## config.mk

```make
export PLATFORM = sky130hd
export DESIGN_NAME = temp_monitor
export DESIGN_NICKNAME = d
export VERILOG_FILES = /design/src/rtl/temp_pkg.sv /design/src/rtl/temp_window_avg.sv /design/src/rtl/temp_monitor.sv
export SDC_FILE = /design/constraint.sdc
export NUM_CORES = 1
export LEC_CHECK = 0
export ABC_AREA = 1
export CORE_MARGIN = 5
export CORE_UTILIZATION = 62
export CTS_CLUSTER_SIZE = 28
export DETAILED_ROUTE_END_ITERATION = 7
export PLACE_DENSITY = 0.95
export SYNTH_ARGS = -nofsm -noshare
export SYNTH_HDL_FRONTEND = slang
export SYNTH_HIERARCHICAL = 1
export SYNTH_SLANG_ARGS = --single-unit
export TNS_END_PERCENT = 5
```

## constraint.sdc

```tcl
create_clock -name clk -period 5.3 [get_ports clk]
set_clock_uncertainty 0.2 [all_clocks]
set_input_delay 1.06 -clock clk [delete_from_list [all_inputs] [get_ports clk]]
set_output_delay 1.06 -clock clk [all_outputs]
set_load 0.1 [all_outputs]
```

## src/rtl/temp_pkg.sv

```systemverilog
// rtl/temp_pkg.sv - shared types and constants for the temperature monitor
package temp_pkg;

  localparam int TEMP_W = 4;

  typedef enum logic [1:0] {
    SYS_C   = 2'b00,
    SYS_F   = 2'b01,
    SYS_K   = 2'b10,
    SYS_BAD = 2'b11
  } sys_t;

  typedef enum logic [1:0] {
    NORMAL = 2'b00,
    PEND   = 2'b01,
    ALARM  = 2'b10
  } alarm_state_t;

endpackage

```

## src/rtl/temp_window_avg.sv

```systemverilog
// rtl/temp_window_avg.sv - sliding window of samples with running sum, count and average
module temp_window_avg
  import temp_pkg::*;
#(
  parameter int WIN_LOG2 = 3
) (
  input  logic                clk,
  input  logic                clr,
  input  logic                restart,
  input  logic                push,
  input  logic [TEMP_W-1:0]   din,
  output logic [TEMP_W-1:0]   avg,
  output logic [WIN_LOG2:0]   count,
  output logic                full
);

  localparam int DEPTH = 1 << WIN_LOG2;
  localparam int SUM_W = WIN_LOG2 + TEMP_W;
  localparam logic [WIN_LOG2:0] FULL_CNT = {1'b1, {WIN_LOG2{1'b0}}};

  logic [TEMP_W-1:0] r_win [DEPTH];
  logic [SUM_W-1:0]  r_sum;
  logic [WIN_LOG2:0] r_count;

  logic [SUM_W-1:0]  w_din_ext;
  logic [SUM_W-1:0]  w_old_ext;

  assign w_din_ext = SUM_W'(din);
  assign w_old_ext = SUM_W'(r_win[DEPTH-1]);

  // Window shift, running sum and saturating count; restart seeds a fresh window with din
  always_ff @(posedge clk) begin
    if (clr) begin
      for (int i = 0; i < DEPTH; i++) r_win[i] <= '0;
      r_sum   <= '0;
      r_count <= '0;
    end else if (restart) begin
      r_win[0] <= din;
      for (int i = 1; i < DEPTH; i++) r_win[i] <= '0;
      r_sum   <= w_din_ext;
      r_count <= (WIN_LOG2+1)'(1);
    end else if (push) begin
      r_win[0] <= din;
      for (int i = 1; i < DEPTH; i++) r_win[i] <= r_win[i-1];
      // Unfilled slots hold 0, so subtracting the oldest keeps the sum exact while filling
      r_sum <= r_sum + w_din_ext - w_old_ext;
      if (r_count != FULL_CNT) r_count <= r_count + (WIN_LOG2+1)'(1);
    end
  end

  // Upper bits of the sum are sum >> WIN_LOG2
  assign avg   = r_sum[SUM_W-1 -: TEMP_W];
  assign count = r_count;
  assign full  = (r_count == FULL_CNT);

endmodule

```

## src/rtl/temp_monitor.sv

```systemverilog
// rtl/temp_monitor.sv - min/max/average statistics and hysteresis alarm on loaded temperature samples
module temp_monitor
  import temp_pkg::*;
#(
  parameter int WIN_LOG2  = 3,
  parameter int HI_THRESH = 12,
  parameter int LO_THRESH = 9,
  parameter int HI_COUNT  = 3
) (
  input  logic                clk,
  input  logic                clr,
  input  logic [TEMP_W-1:0]   d_in,
  input  logic [1:0]          sys_in,
  input  logic                ld,
  output logic [TEMP_W-1:0]   min_out,
  output logic [TEMP_W-1:0]   max_out,
  output logic [TEMP_W-1:0]   avg_out,
  output logic                avg_valid,
  output logic [WIN_LOG2:0]   count_out,
  output logic                valid_out,
  output logic                alarm,
  output logic                unit_err
);

  localparam logic [TEMP_W-1:0] HI_T   = TEMP_W'(HI_THRESH);
  localparam logic [TEMP_W-1:0] LO_T   = TEMP_W'(LO_THRESH);
  localparam logic [2:0]        HI_CNT = 3'(HI_COUNT);

  logic         r_ld_q;
  sys_t         r_unit;
  logic [TEMP_W-1:0] r_min;
  logic [TEMP_W-1:0] r_max;
  logic         r_valid;
  alarm_state_t r_state;
  logic [2:0]   r_hcnt;
  logic         r_alarm;
  logic         r_unit_err;

  logic         w_rise;
  logic         w_bad;
  logic         w_push;
  logic         w_restart;
  logic         w_hi;
  logic         w_lo;
  alarm_state_t w_base_state;
  logic [2:0]   w_base_hcnt;
  logic [2:0]   w_hcnt_inc;
  alarm_state_t w_next_state;
  logic [2:0]   w_next_hcnt;

  assign w_rise    = ld & ~r_ld_q;
  assign w_bad     = w_rise & (sys_t'(sys_in) == SYS_BAD);
  assign w_push    = w_rise & ~w_bad;
  assign w_restart = w_push & (sys_t'(sys_in) != r_unit);
  assign w_hi      = (d_in >= HI_T);
  assign w_lo      = (d_in <= LO_T);

  // Edge detect, stored unit and the one-cycle invalid-unit pulse
  always_ff @(posedge clk) begin
    if (clr) begin
      r_ld_q     <= 1'b0;
      r_unit     <= SYS_C;
      r_unit_err <= 1'b0;
    end else begin
      r_ld_q     <= ld;
      r_unit_err <= w_bad;
      if (w_restart) r_unit <= sys_t'(sys_in);
    end
  end

  // Running min/max; the first sample after reset or a unit change seeds both
  always_ff @(posedge clk) begin
    if (clr) begin
      r_min   <= '0;
      r_max   <= '0;
      r_valid <= 1'b0;
    end else if (w_push) begin
      r_valid <= 1'b1;
      if (w_restart || !r_valid) begin
        r_min <= d_in;
        r_max <= d_in;
      end else begin
        if (d_in < r_min) r_min <= d_in;
        if (d_in > r_max) r_max <= d_in;
      end
    end
  end

  // Alarm next-state; a unit change forces NORMAL before this sample is evaluated
  always_comb begin
    w_base_state = w_restart ? NORMAL : r_state;
    w_base_hcnt  = w_restart ? 3'd0 : r_hcnt;
    w_hcnt_inc   = w_base_hcnt + 3'd1;
    w_next_state = r_state;
    w_next_hcnt  = r_hcnt;
    if (w_push) begin
      w_next_state = w_base_state;
      w_next_hcnt  = w_base_hcnt;
      case (w_base_state)
        NORMAL: begin
          if (w_hi) begin
            w_next_hcnt  = 3'd1;
            w_next_state = (HI_CNT == 3'd1) ? ALARM : PEND;
          end
        end
        PEND: begin
          if (w_hi) begin
            w_next_hcnt = w_hcnt_inc;
            if (w_hcnt_inc >= HI_CNT) w_next_state = ALARM;
          end else begin
            w_next_state = NORMAL;
            w_next_hcnt  = 3'd0;
          end
        end
        ALARM: begin
          if (w_lo) begin
            w_next_state = NORMAL;
            w_next_hcnt  = 3'd0;
          end
        end
        default: begin
          w_next_state = NORMAL;
          w_next_hcnt  = 3'd0;
        end
      endcase
    end
  end

  // Alarm state register and its registered flag
  always_ff @(posedge clk) begin
    if (clr) begin
      r_state <= NORMAL;
      r_hcnt  <= 3'd0;
      r_alarm <= 1'b0;
    end else begin
      r_state <= w_next_state;
      r_hcnt  <= w_next_hcnt;
      r_alarm <= (w_next_state == ALARM);
    end
  end

  temp_window_avg #(
    .WIN_LOG2 (WIN_LOG2)
  ) u_window (
    .clk     (clk),
    .clr     (clr),
    .restart (w_restart),
    .push    (w_push),
    .din     (d_in),
    .avg     (avg_out),
    .count   (count_out),
    .full    (avg_valid)
  );

  assign min_out   = r_min;
  assign max_out   = r_max;
  assign valid_out = r_valid;
  assign alarm     = r_alarm;
  assign unit_err  = r_unit_err;

endmodule

```

==> impl_metrics.csv, run 1 <==
group,metric,value,unit
yosys,yosys_most_used_dff,"edfxtp_1",
clock_tree,root_buffer,"clkbuf_8",
yosys,synthArstFlopShare,0,%
route,drc,0,
placement,place_congestion,0.8924,
global_routing,grt_first_pass_wirelength,12000,um
finish,drive_above_1_share,13.30,%
yosys,syn-num-nets,417,
timing,setup_slack,1.668,ns
global_routing,overflow,0,
die,die_w,83.57,um
power_and_ir_drop,p_leak,1.696,nW
yosys,syn-cell-area,3356,um^2
global_routing,gr-usage-all-layers,21.15,%
yosys,synth_edf_count,32,
clock_tree,clk_pin_slew,0.07,ns
route,vias,2644,
global_routing,antenna_found_initial,0,
status,outcome,"completed",
power_and_ir_drop,finalPower,1.293,mW
clock_tree,cts_buffers,9,
yosys,ys_types,35,
global_routing,first_global_vias,2703,
clock_tree,post-cts-setup-buffers,0,
placement,dpl_cell_area,3651,um^2
hold_path,holdPathStages,2,
route,viasPerCell,5.385,
global_routing,grt_start_max_net_pins,29,
timing,clock.fmax,275.4,MHz
yosys,synth_top_area_cell,"edfxtp_1",
power_and_ir_drop,irDropWorstVdd,0.0002772,V
timing,finalHoldViolCount,0,
die,start_util,64.88,%
worst_setup_path,r2r-start,"r_ld_q",
finish,area_delta_synth_final,14.50,%
die,rows,26,
finish,nets,447,
yosys,synth_common_cells,"inv_1 (86), nand2_1 (66), edfxtp_1 (32)",
placement,numPortBuffers,28,
clock_tree,clk_latency,0.34,ns
timing,worst_hold_slack,0.2807,ns
worst_setup_path,start_kind,"primary input",
die,core-area,5172,um^2
finish,fillers,310,
placement,placed_cells,475,
finish,finalInstanceArea,3842,um^2
timing,drv_slew,0,
worst_setup_path,end_kind,"flop",
timing,period_needed,3.632,ns
flow_run,drv_cap,0,
clock_tree,cts_tree,"done",
route,wl,7035,um
yosys,ys_ff_latch,62,
hold_path,min_to,"min_out[0]",
power_and_ir_drop,power_density,336.5,nW/um^2
die,ios,29,
yosys,synthTopCellsByArea,"edfxtp_1 (29%), dfxtp_1 (18%), inv_1 (9.6%), nand2_1 (7.4%), ha_1 (6.7%)",
timing,rsz0062_at_grt,"false",
worst_setup_path,reg2reg_depth,16,
yosys,yosysTopAreaCellShare,28.64,%
route,ant_nets,0,
route,drtIter0Drc,207,
timing,setup_viol,0,
die,fp.dieArea,6984,um^2
worst_setup_path,cp.arrival,3.67,ns
clock_tree,post_cts_resize_count,0,
placement,dp_hpwl,4844,um
worst_setup_path,criticalPathCategory,"primary input to flop",
clock_tree,clockBufferDepth,2,
timing,fin_crit_sh,68.52,%
worst_setup_path,critPathRequiredTime,5.34,ns
worst_setup_path,r2r_slack,2.55,ns
yosys,postSynthAreaPerCell,8.694,um^2
route,drt-pass1-iter-count,5,
finish,final_cells,491,
placement,place_ws,1.404,ns
timing,worst_slew_pin_slew,0.9740,ns
finish,utilization,74.29,%
clock_tree,cts_hold_buf,0,
die,dieHeight,83.57,um
yosys,syn-instance-count,386,
yosys,ys_seq_area_share,46.53,%
yosys,yosysMostFrequentCell,"inv_1",
timing,relSlewSlack,34.86,%
worst_setup_path,r2r-end,"r_state[1]",
hold_path,worstHoldStart,"min_out[0]",
timing,fin_setup_tns,0,ns
worst_setup_path,crit_fanout,26,
finish,diodes,0,
yosys,yosys_warnings,6,
hold_path,hp-class,"flop to flop",
route,wl_per_cell,14.33,um
clock_tree,cts-htree-levels,3,
clock_tree,clkSinkCount,62,
## final cells by class
class | count | area, um^2 | share of cell area (%)
Clock buffer | 11 | 141.4 | 3.680
Clock inverter | 5 | 50.05 | 1.303
Inverter | 91 | 341.6 | 8.890
Multi-Input combinational cell | 223 | 1373 | 35.72
Sequential cell | 62 | 1562 | 40.64
Tap cell | 70 | 87.58 | 2.279
Timing Repair Buffer | 29 | 287.8 | 7.489
## metal layers
| layer | wire length, um | GRT usage [%] | vias up |
|---|---|---|---|
| met5 | 0 | 0 | - |
| met4 | 158 | 8.333 | 0 |
| met3 | 461 | 5.726 | 23 |
| met2 | 3519 | 36.95 | 116 |
| met1 | 2896 | 24.51 | 1236 |
| li1 | - | - | 1269 |
## state kept, by name, summed over array words and instances (netlist names)
signal / cells
u_window/r_win: 32
valid_out: 1
u_window/count: 4
r_ld_q: 1
r_unit: 2
min_out: 4
alarm: 1
unit_err: 1
r_hcnt: 3
r_state: 2
u_window/r_sum: 7
max_out: 4
## worst max-delay path by stage
| stage | startpoint | endpoint |
|---|---|---|
| 2_1_floorplan | u_window/count[3] | avg_valid |
| 3_3_place_gp | ld | r_state[1] |
| 3_5_place_dp | ld | r_state[1] |
| 4_1_cts | ld | r_state[1] |
| 5_1_grt | ld | r_state[1] |
| 6_report | ld | r_state[1] |
## worst max-delay path, stage by stage
cell	delay, ns
clkdlybuf4s50_1	0.48
nand2_1	0.11
a21oi_4	0.12
buf_4	0.30
nand2_4	0.15
inv_1	0.33
nor2_1	0.13
ha_1	0.32
a21oi_1	0.15
nand2_1	0.09
nand2_1	0.09
nand2_1	0.08
nand2_1	0.06
nand2_1	0.05
nand2_1	0.08
inv_1	0.05
## power by group
group | leakage (nW) | total, mW | internal [mW] | switching [mW]
Clock | 0.0944 | 0.409 | 0.226 | 0.183
Combinational | 1.00 | 0.321 | 0.0927 | 0.229
Sequential | 0.598 | 0.562 | 0.543 | 0.0195
Total | 1.70 | 1.29 | 0.862 | 0.431
## logic make-up (layout without fill, tap and decap cells)
kind of cell | Yosys count | count (layout) | share of synthesized area (%)
adder cells (fa/ha/maj) | 22 | 22 | 9.098
flip-flops | 62 | 62 | 46.53
buffers and inverters | 101 | 136 | 12.57
AO/OA/AOI/OAI | 55 | 55 | 9.210
XOR/XNOR | 1 | 1 | 0.2610
AND/OR/NAND/NOR | 145 | 145 | 22.34
## cell usage in the layout, fill, tap and decap left out, types with 2 or more instances in the layout
master and instances:
a21oi_1 27, a21oi_2 2, a22oi_1 3, a31oi_1 2
clkbuf_8 10, clkdlybuf4s50_1 28, clkinv_1 2, dfxtp_1 30
edfxtp_1 32, fa_1 4, ha_1 18, inv_1 86
inv_2 5, nand2_1 66, nand2_2 6, nand2_4 2
nand3_1 18, nor2_1 21, nor2_2 13, nor2_4 10
o21ai_0 17, or2_1 2
Power figures use the tool's default switching activity.
==> run 2, diff against run 1 <==
--- a/config.mk
+++ b/config.mk
@@ -7,10 +7,10 @@
 export LEC_CHECK = 0
 export ABC_AREA = 1
 export CORE_MARGIN = 5
-export CORE_UTILIZATION = 62
+export CORE_UTILIZATION = 58
 export CTS_CLUSTER_SIZE = 28
 export DETAILED_ROUTE_END_ITERATION = 7
-export PLACE_DENSITY = 0.95
+export PLACE_DENSITY = 0.92
 export SYNTH_ARGS = -nofsm -noshare
 export SYNTH_HDL_FRONTEND = slang
 export SYNTH_HIERARCHICAL = 1
==> constraint.sdc (replaced) <==
create_clock -name clk -period 3.6 [get_ports clk]
set_clock_uncertainty 0.2 [all_clocks]
set_input_delay 0.72 -clock clk [delete_from_list [all_inputs] [get_ports clk]]
set_output_delay 0.72 -clock clk [all_outputs]
set_load 0.1 [all_outputs]
==> run 2 against run 1 <==
Effect of this change: sequential share of layout area shrank 0.38 points; via count down 2.8%; non-clock buffer count is 5 higher; cell count is 1.4% higher; core utilization decreased by 4.7 points; final area is 0.94% higher; die area rose by 6.1%.
==> impl_metrics.csv, run 2 (synthesized netlist as in run 1, its figures left out) <==
group,metric,value,unit
status,outcome,"completed",
placement,place_ws,0.4516,ns
global_routing,met3_usage,6.436,%
flow_run,drv_cap,0,
global_routing,grt_start_max_net_pins,29,
die,ios,29,
route,vias,2570,
clock_tree,cts_hold_buf,0,
global_routing,grt_first_pass_wirelength,11400,um
timing,period_needed,2.873,ns
timing,setup_viol,0,
global_routing,first_global_vias,2502,
hold_path,worstHoldStart,"r_hcnt[0]",
hold_path,holdPathStages,2,
hold_path,hp-class,"flop to flop",
timing,fin_setup_tns,0,ns
hold_path,min_to,"r_hcnt[0]",
power_and_ir_drop,power_density,513.4,nW/um^2
die,dieHeight,86.07,um
global_routing,antenna_found_initial,0,
finish,fillers,412,
clock_tree,post_cts_resize_count,0,
worst_setup_path,start_kind,"primary input",
die,rows,27,
timing,clock.fmax,348.1,MHz
placement,dpl_cell_area,3646,um^2
finish,largest_register_ffs,32,
timing,finalHoldViolCount,0,
worst_setup_path,critPathRequiredTime,3.63,ns
worst_setup_path,r2r-start,"u_window/r_win[1][13]",
placement,dp_hpwl,4391,um
finish,mostFrequentLayoutCells,"inv_1 (86), nand2_1 (66), edfxtp_1 (32), dfxtp_1 (30), a21oi_1 (27)",
finish,utilization,69.58,%
timing,drv_slew,0,
finish,multi_input_area,1373,um^2
timing,relSlewSlack,35.45,%
worst_setup_path,reg2reg_depth,9,
finish,final_common_cell,"inv_1",
worst_setup_path,r2r-end,"u_window/r_sum[6]",
finish,final_cells,498,
finish,final-seq-area,1562,um^2
route,ant_nets,0,
worst_setup_path,cp.arrival,2.90,ns
route,drtIter0Drc,241,
clock_tree,clk_pin_slew,0.07,ns
worst_setup_path,end_kind,"flop",
route,viasPerCell,5.161,
worst_setup_path,r2r_slack,1.31,ns
global_routing,met2_usage,31.81,%
die,die_w,86.07,um
power_and_ir_drop,irDropWorstVdd,0.0003739,V
placement,placed_cells,482,
global_routing,grt_use_met1,24.74,%
die,core-area,5574,um^2
clock_tree,clkSinkCount,62,
timing,rsz0062_at_grt,"false",
clock_tree,cts_buffers,9,
placement,numPortBuffers,28,
finish,top_register,"u_window/r_win",
timing,setup_slack,0.7273,ns
clock_tree,cts-htree-levels,3,
route,wl,6605,um
finish,top_regs,"u_window/r_win (32), u_window/r_sum (7)",
finish,nets,452,
power_and_ir_drop,p_leak,1.773,nW
timing,worst_slew_pin_slew,0.9652,ns
global_routing,grt_busiest_layer,"met2",
clock_tree,cts_tree,"done",
die,start_util,60.20,%
finish,diodes,0,
finish,area_delta_synth_final,15.59,%
finish,finalInstanceArea,3879,um^2
global_routing,gr-usage-all-layers,19.79,%
timing,fin_crit_sh,79.80,%
clock_tree,root_buffer,"clkbuf_8",
placement,place_congestion,0.9274,
worst_setup_path,criticalPathCategory,"primary input to flop",
die,fp.dieArea,7407,um^2
clock_tree,post-cts-setup-buffers,0,
route,drt-pass1-iter-count,5,
route,drc,0,
global_routing,overflow,0,
finish,drive_above_1_share,19.25,%
worst_setup_path,crit_fanout,2,
clock_tree,clockBufferDepth,2,
power_and_ir_drop,finalPower,1.991,mW
clock_tree,clk_latency,0.33,ns
route,wl_per_cell,13.26,um
timing,worst_hold_slack,0.2893,ns
[run 2: cell types whose count changed in the layout (fill, tap and decap cells not counted)]
cell             delta
buf_4              +23
bufinv_16           +1
clkbuf_1            -1
clkbuf_8            +1
clkdlybuf4s50_1    -18
clkinv_1            -2
clkinv_4            +1
[run 2: worst max path at each step]
stage | from | endpoint | slack [ns] | cells after the start
final | d_in[1] | u_window/r_sum[6] | 0.73 | 11
after global routing | d_in[1] | u_window/r_sum[4] | 0.64 | 12
after CTS | d_in[1] | u_window/r_sum[6] | 0.76 | 11
after detailed placement | d_in[1] | u_window/r_sum[4] | 0.45 | 12
after global placement | d_in[1] | u_window/r_sum[4] | 0.50 | 12
after floorplan | u_window/count[3] | avg_valid | 0.85 | 2
[run 2: worst max-delay path: stages]
cell and delay [ns]:
clkdlybuf4s50_1 0.50, inv_1 0.08, fa_1 0.55, inv_1 0.08, fa_1 0.43, nand2_1 0.12, nand2_1 0.08, nand3_1 0.10
a21oi_1 0.08, nor2_1 0.11, nor2_1 0.05
[run 2: where the power goes]
| part | leakage [nW] | internal [mW] | switching, mW |
|---|---|---|---|
| Sequential | 0.598 | 0.799 | 0.0274 |
| Clock | 0.116 | 0.427 | 0.274 |
| Combinational | 1.06 | 0.135 | 0.328 |
[run 2: area by class of cell]
type,count,area share [%]
sequential,62,40.26
multi-input combinational,223,35.39
inverter,91,8.806
timing repair buffer,34,7.226
clock buffer,11,3.903
tap,72,2.323
clock inverter,5,2.097
[run 2: metal layers]
layer / up-vias / wire (um)
met3: 11 / 384
met4: 0 / 99
li1: 1278 / -
met2: 91 / 3164
met5: - / 0
met1: 1190 / 2956
==> run 3, diff against run 2 <==
--- a/config.mk
+++ b/config.mk
@@ -7,10 +7,10 @@
 export LEC_CHECK = 0
 export ABC_AREA = 1
 export CORE_MARGIN = 5
-export CORE_UTILIZATION = 58
+export CORE_UTILIZATION = 52
 export CTS_CLUSTER_SIZE = 28
 export DETAILED_ROUTE_END_ITERATION = 7
-export PLACE_DENSITY = 0.92
+export PLACE_DENSITY = 0.88
 export SYNTH_ARGS = -nofsm -noshare
 export SYNTH_HDL_FRONTEND = slang
 export SYNTH_HIERARCHICAL = 1
==> constraint.sdc (replaced) <==
create_clock -name clk -period 2.4 [get_ports clk]
set_clock_uncertainty 0.2 [all_clocks]
set_input_delay 0.48 -clock clk [delete_from_list [all_inputs] [get_ports clk]]
set_output_delay 0.48 -clock clk [all_outputs]
set_load 0.1 [all_outputs]
==> run 3 against run 2 <==
Effect of this change: sequential share of layout area shrank 1.8 points; die area is 10% higher; largest power group unchanged; core utilization decreased by 5.0 points; via count grew 3.5%; clock power grew 9.5%.
==> impl_metrics.csv, run 3 (synthesized netlist as in run 1, its figures left out) <==
group,metric,value,unit
worst_setup_path,critPathRequiredTime,2.45,ns
power_and_ir_drop,p_seq_share,44.5,%
route,ant_nets,0,
timing,worst_hold_slack,0.2730,ns
placement,dp_hpwl,5084,um
finish,area_delta_synth_final,21.51,%
route,wl_per_cell,13.06,um
power_and_ir_drop,switching_share,34.53,%
timing,clock.fmax,439.6,MHz
finish,largest_register_ffs,32,
global_routing,antenna_found_initial,0,
power_and_ir_drop,power_density,683.9,nW/um^2
worst_setup_path,r2r-start,"u_window/r_win[1][13]",
clock_tree,root_buffer,"clkbuf_8",
finish,nets,478,
finish,fillers,509,
finish,diodes,0,
timing,period_needed,2.275,ns
clock_tree,cts-htree-levels,3,
global_routing,gr-usage-all-layers,17.94,%
timing,finalHoldViolCount,0,
power_and_ir_drop,p_leak,1.906,nW
worst_setup_path,crit_fanout,3,
clock_tree,cts_tree,"done",
route,wl,6910,um
power_and_ir_drop,cellInternalPower,1.826,mW
route,viasPerCell,5.026,
clock_tree,clk_pin_slew,0.06,ns
route,vias,2659,
die,start_util,53.15,%
worst_setup_path,criticalPathCategory,"primary input to flop",
finish,finalInstanceArea,4078,um^2
worst_setup_path,cp.arrival,2.32,ns
hold_path,hp-class,"flop to flop",
route,drt-pass1-iter-count,4,
flow_run,drv_cap,0,
die,core-area,6314,um^2
global_routing,first_global_vias,2668,
placement,numPortBuffers,28,
worst_setup_path,r2r_slack,0.15,ns
timing,rsz0062_at_grt,"false",
finish,top_register,"u_window/r_win",
worst_setup_path,end_kind,"flop",
finish,mostFrequentLayoutCells,"inv_1 (82), nand2_1 (66), buf_4 (48), edfxtp_1 (32), a21oi_1 (27)",
die,ios,29,
power_and_ir_drop,power.net_switching,963.0,uW
global_routing,grt_start_max_net_pins,26,
finish,drive_above_1_share,26.33,%
global_routing,overflow,0,
clock_tree,cts_buffers,9,
finish,top_regs,"u_window/r_win (32), u_window/r_sum (7)",
worst_setup_path,crit_start,"ld",
timing,drv_slew,0,
timing,relSlewSlack,79.30,%
die,dieHeight,90.33,um
placement,placed_cells,513,
power_and_ir_drop,irDropWorstVdd,0.0004856,V
die,rows,29,
finish,final_cells,529,
status,outcome,"completed",
placement,place_congestion,0.8736,
clock_tree,clkSinkCount,62,
power_and_ir_drop,power_frac_comb,27.9,%
global_routing,grt_first_pass_wirelength,11740,um
placement,dpl_cell_area,3896,um^2
finish,final_common_cell,"inv_1",
power_and_ir_drop,clockPowerShare,27.6,%
timing,fin_crit_sh,94.78,%
clock_tree,cts_hold_buf,0,
clock_tree,clk_latency,0.35,ns
clock_tree,clockBufferDepth,2,
timing,worst_slew_pin_slew,0.3095,ns
timing,setup_viol,0,
hold_path,worstHoldStart,"min_out[0]",
worst_setup_path,start_kind,"primary input",
die,die_w,90.33,um
route,drc,0,
die,fp.dieArea,8160,um^2
route,drtIter0Drc,165,
## run 3: cell types whose count changed in the layout (fill, tap and decap cells not counted), moves of 3 or more
cell / before / now
inv_2: 5 / 9
inv_1: 86 / 82
clkdlybuf4s50_1: 10 / 3
dlygate4sd2_1: 0 / 3
buf_12: 0 / 4
dfxtp_2: 0 / 4
buf_4: 24 / 48
dfxtp_1: 30 / 26
## run 3: timing repair
action                                  in CTS  in global routing
setup buffers                                0                  0
endpoints found under the setup margin       4                  4
pin swaps                                    1                  0
resized for setup                           10                  4
## run 3: final cells by class
type	instances	area (um^2)	share of cell area (%)
clock buffers	11	131.4	3.222
clock inverters	5	27.53	0.6751
inverters	91	341.6	8.377
multi-input cells	223	1393	34.15
flip-flops and latches	62	1567	38.42
well taps	77	96.34	2.363
repair buffers	60	521.8	12.80
## run 3: metrics by stage
step	setup slack, ns	utilization (%)	total power, mW	TNS [ns]
global placement	-0.4694	61.71	1.973	-5.172
CTS	0.05114	64.45	2.798	0
global route	0.0005391	64.59	2.938	0
finish	0.1253	64.59	2.789	0
detailed placement	-0.5471	61.71	2.008	-9.200
floorplan	0.003274	-	1.795	0
## run 3: routing by layer
layer	routed length, um	GRT usage (%)	vias up
met5	0	0	-
met3	291	4.917	15
met2	3521	30.91	58
met1	2941	20.46	1257
met4	155	8.561	0
li1	-	-	1329
## run 3: power groups by stage
stage | clock network (mW) | registers [mW] | logic (mW)
floorplan | 0 | 1.37 | 0.429
CTS | 0.785 | 1.24 | 0.771
global placement | 0 | 1.26 | 0.713
finish | 0.769 | 1.24 | 0.778
global route | 0.842 | 1.25 | 0.847
detailed placement | 0 | 1.26 | 0.745
## run 3: final timing paths
check                 endpoint  cells after the start
max                 r_state[1]                     15
min                 min_out[0]                      2
max reg2reg  u_window/r_sum[4]                     10
min reg2reg         min_out[0]                      2
## run 3: critical path, stage by stage
cell and delay [ns]:
clkdlybuf4s50_1 0.47, nand2_1 0.10, a21oi_4 0.18, nand2_4 0.08
inv_1 0.10, nor2_2 0.05, ha_1 0.30, a21oi_1 0.15
nand2_1 0.08, nand2_1 0.07, nand2_1 0.05, nand2_1 0.05
nand2_1 0.05, nand2_1 0.08, inv_1 0.04
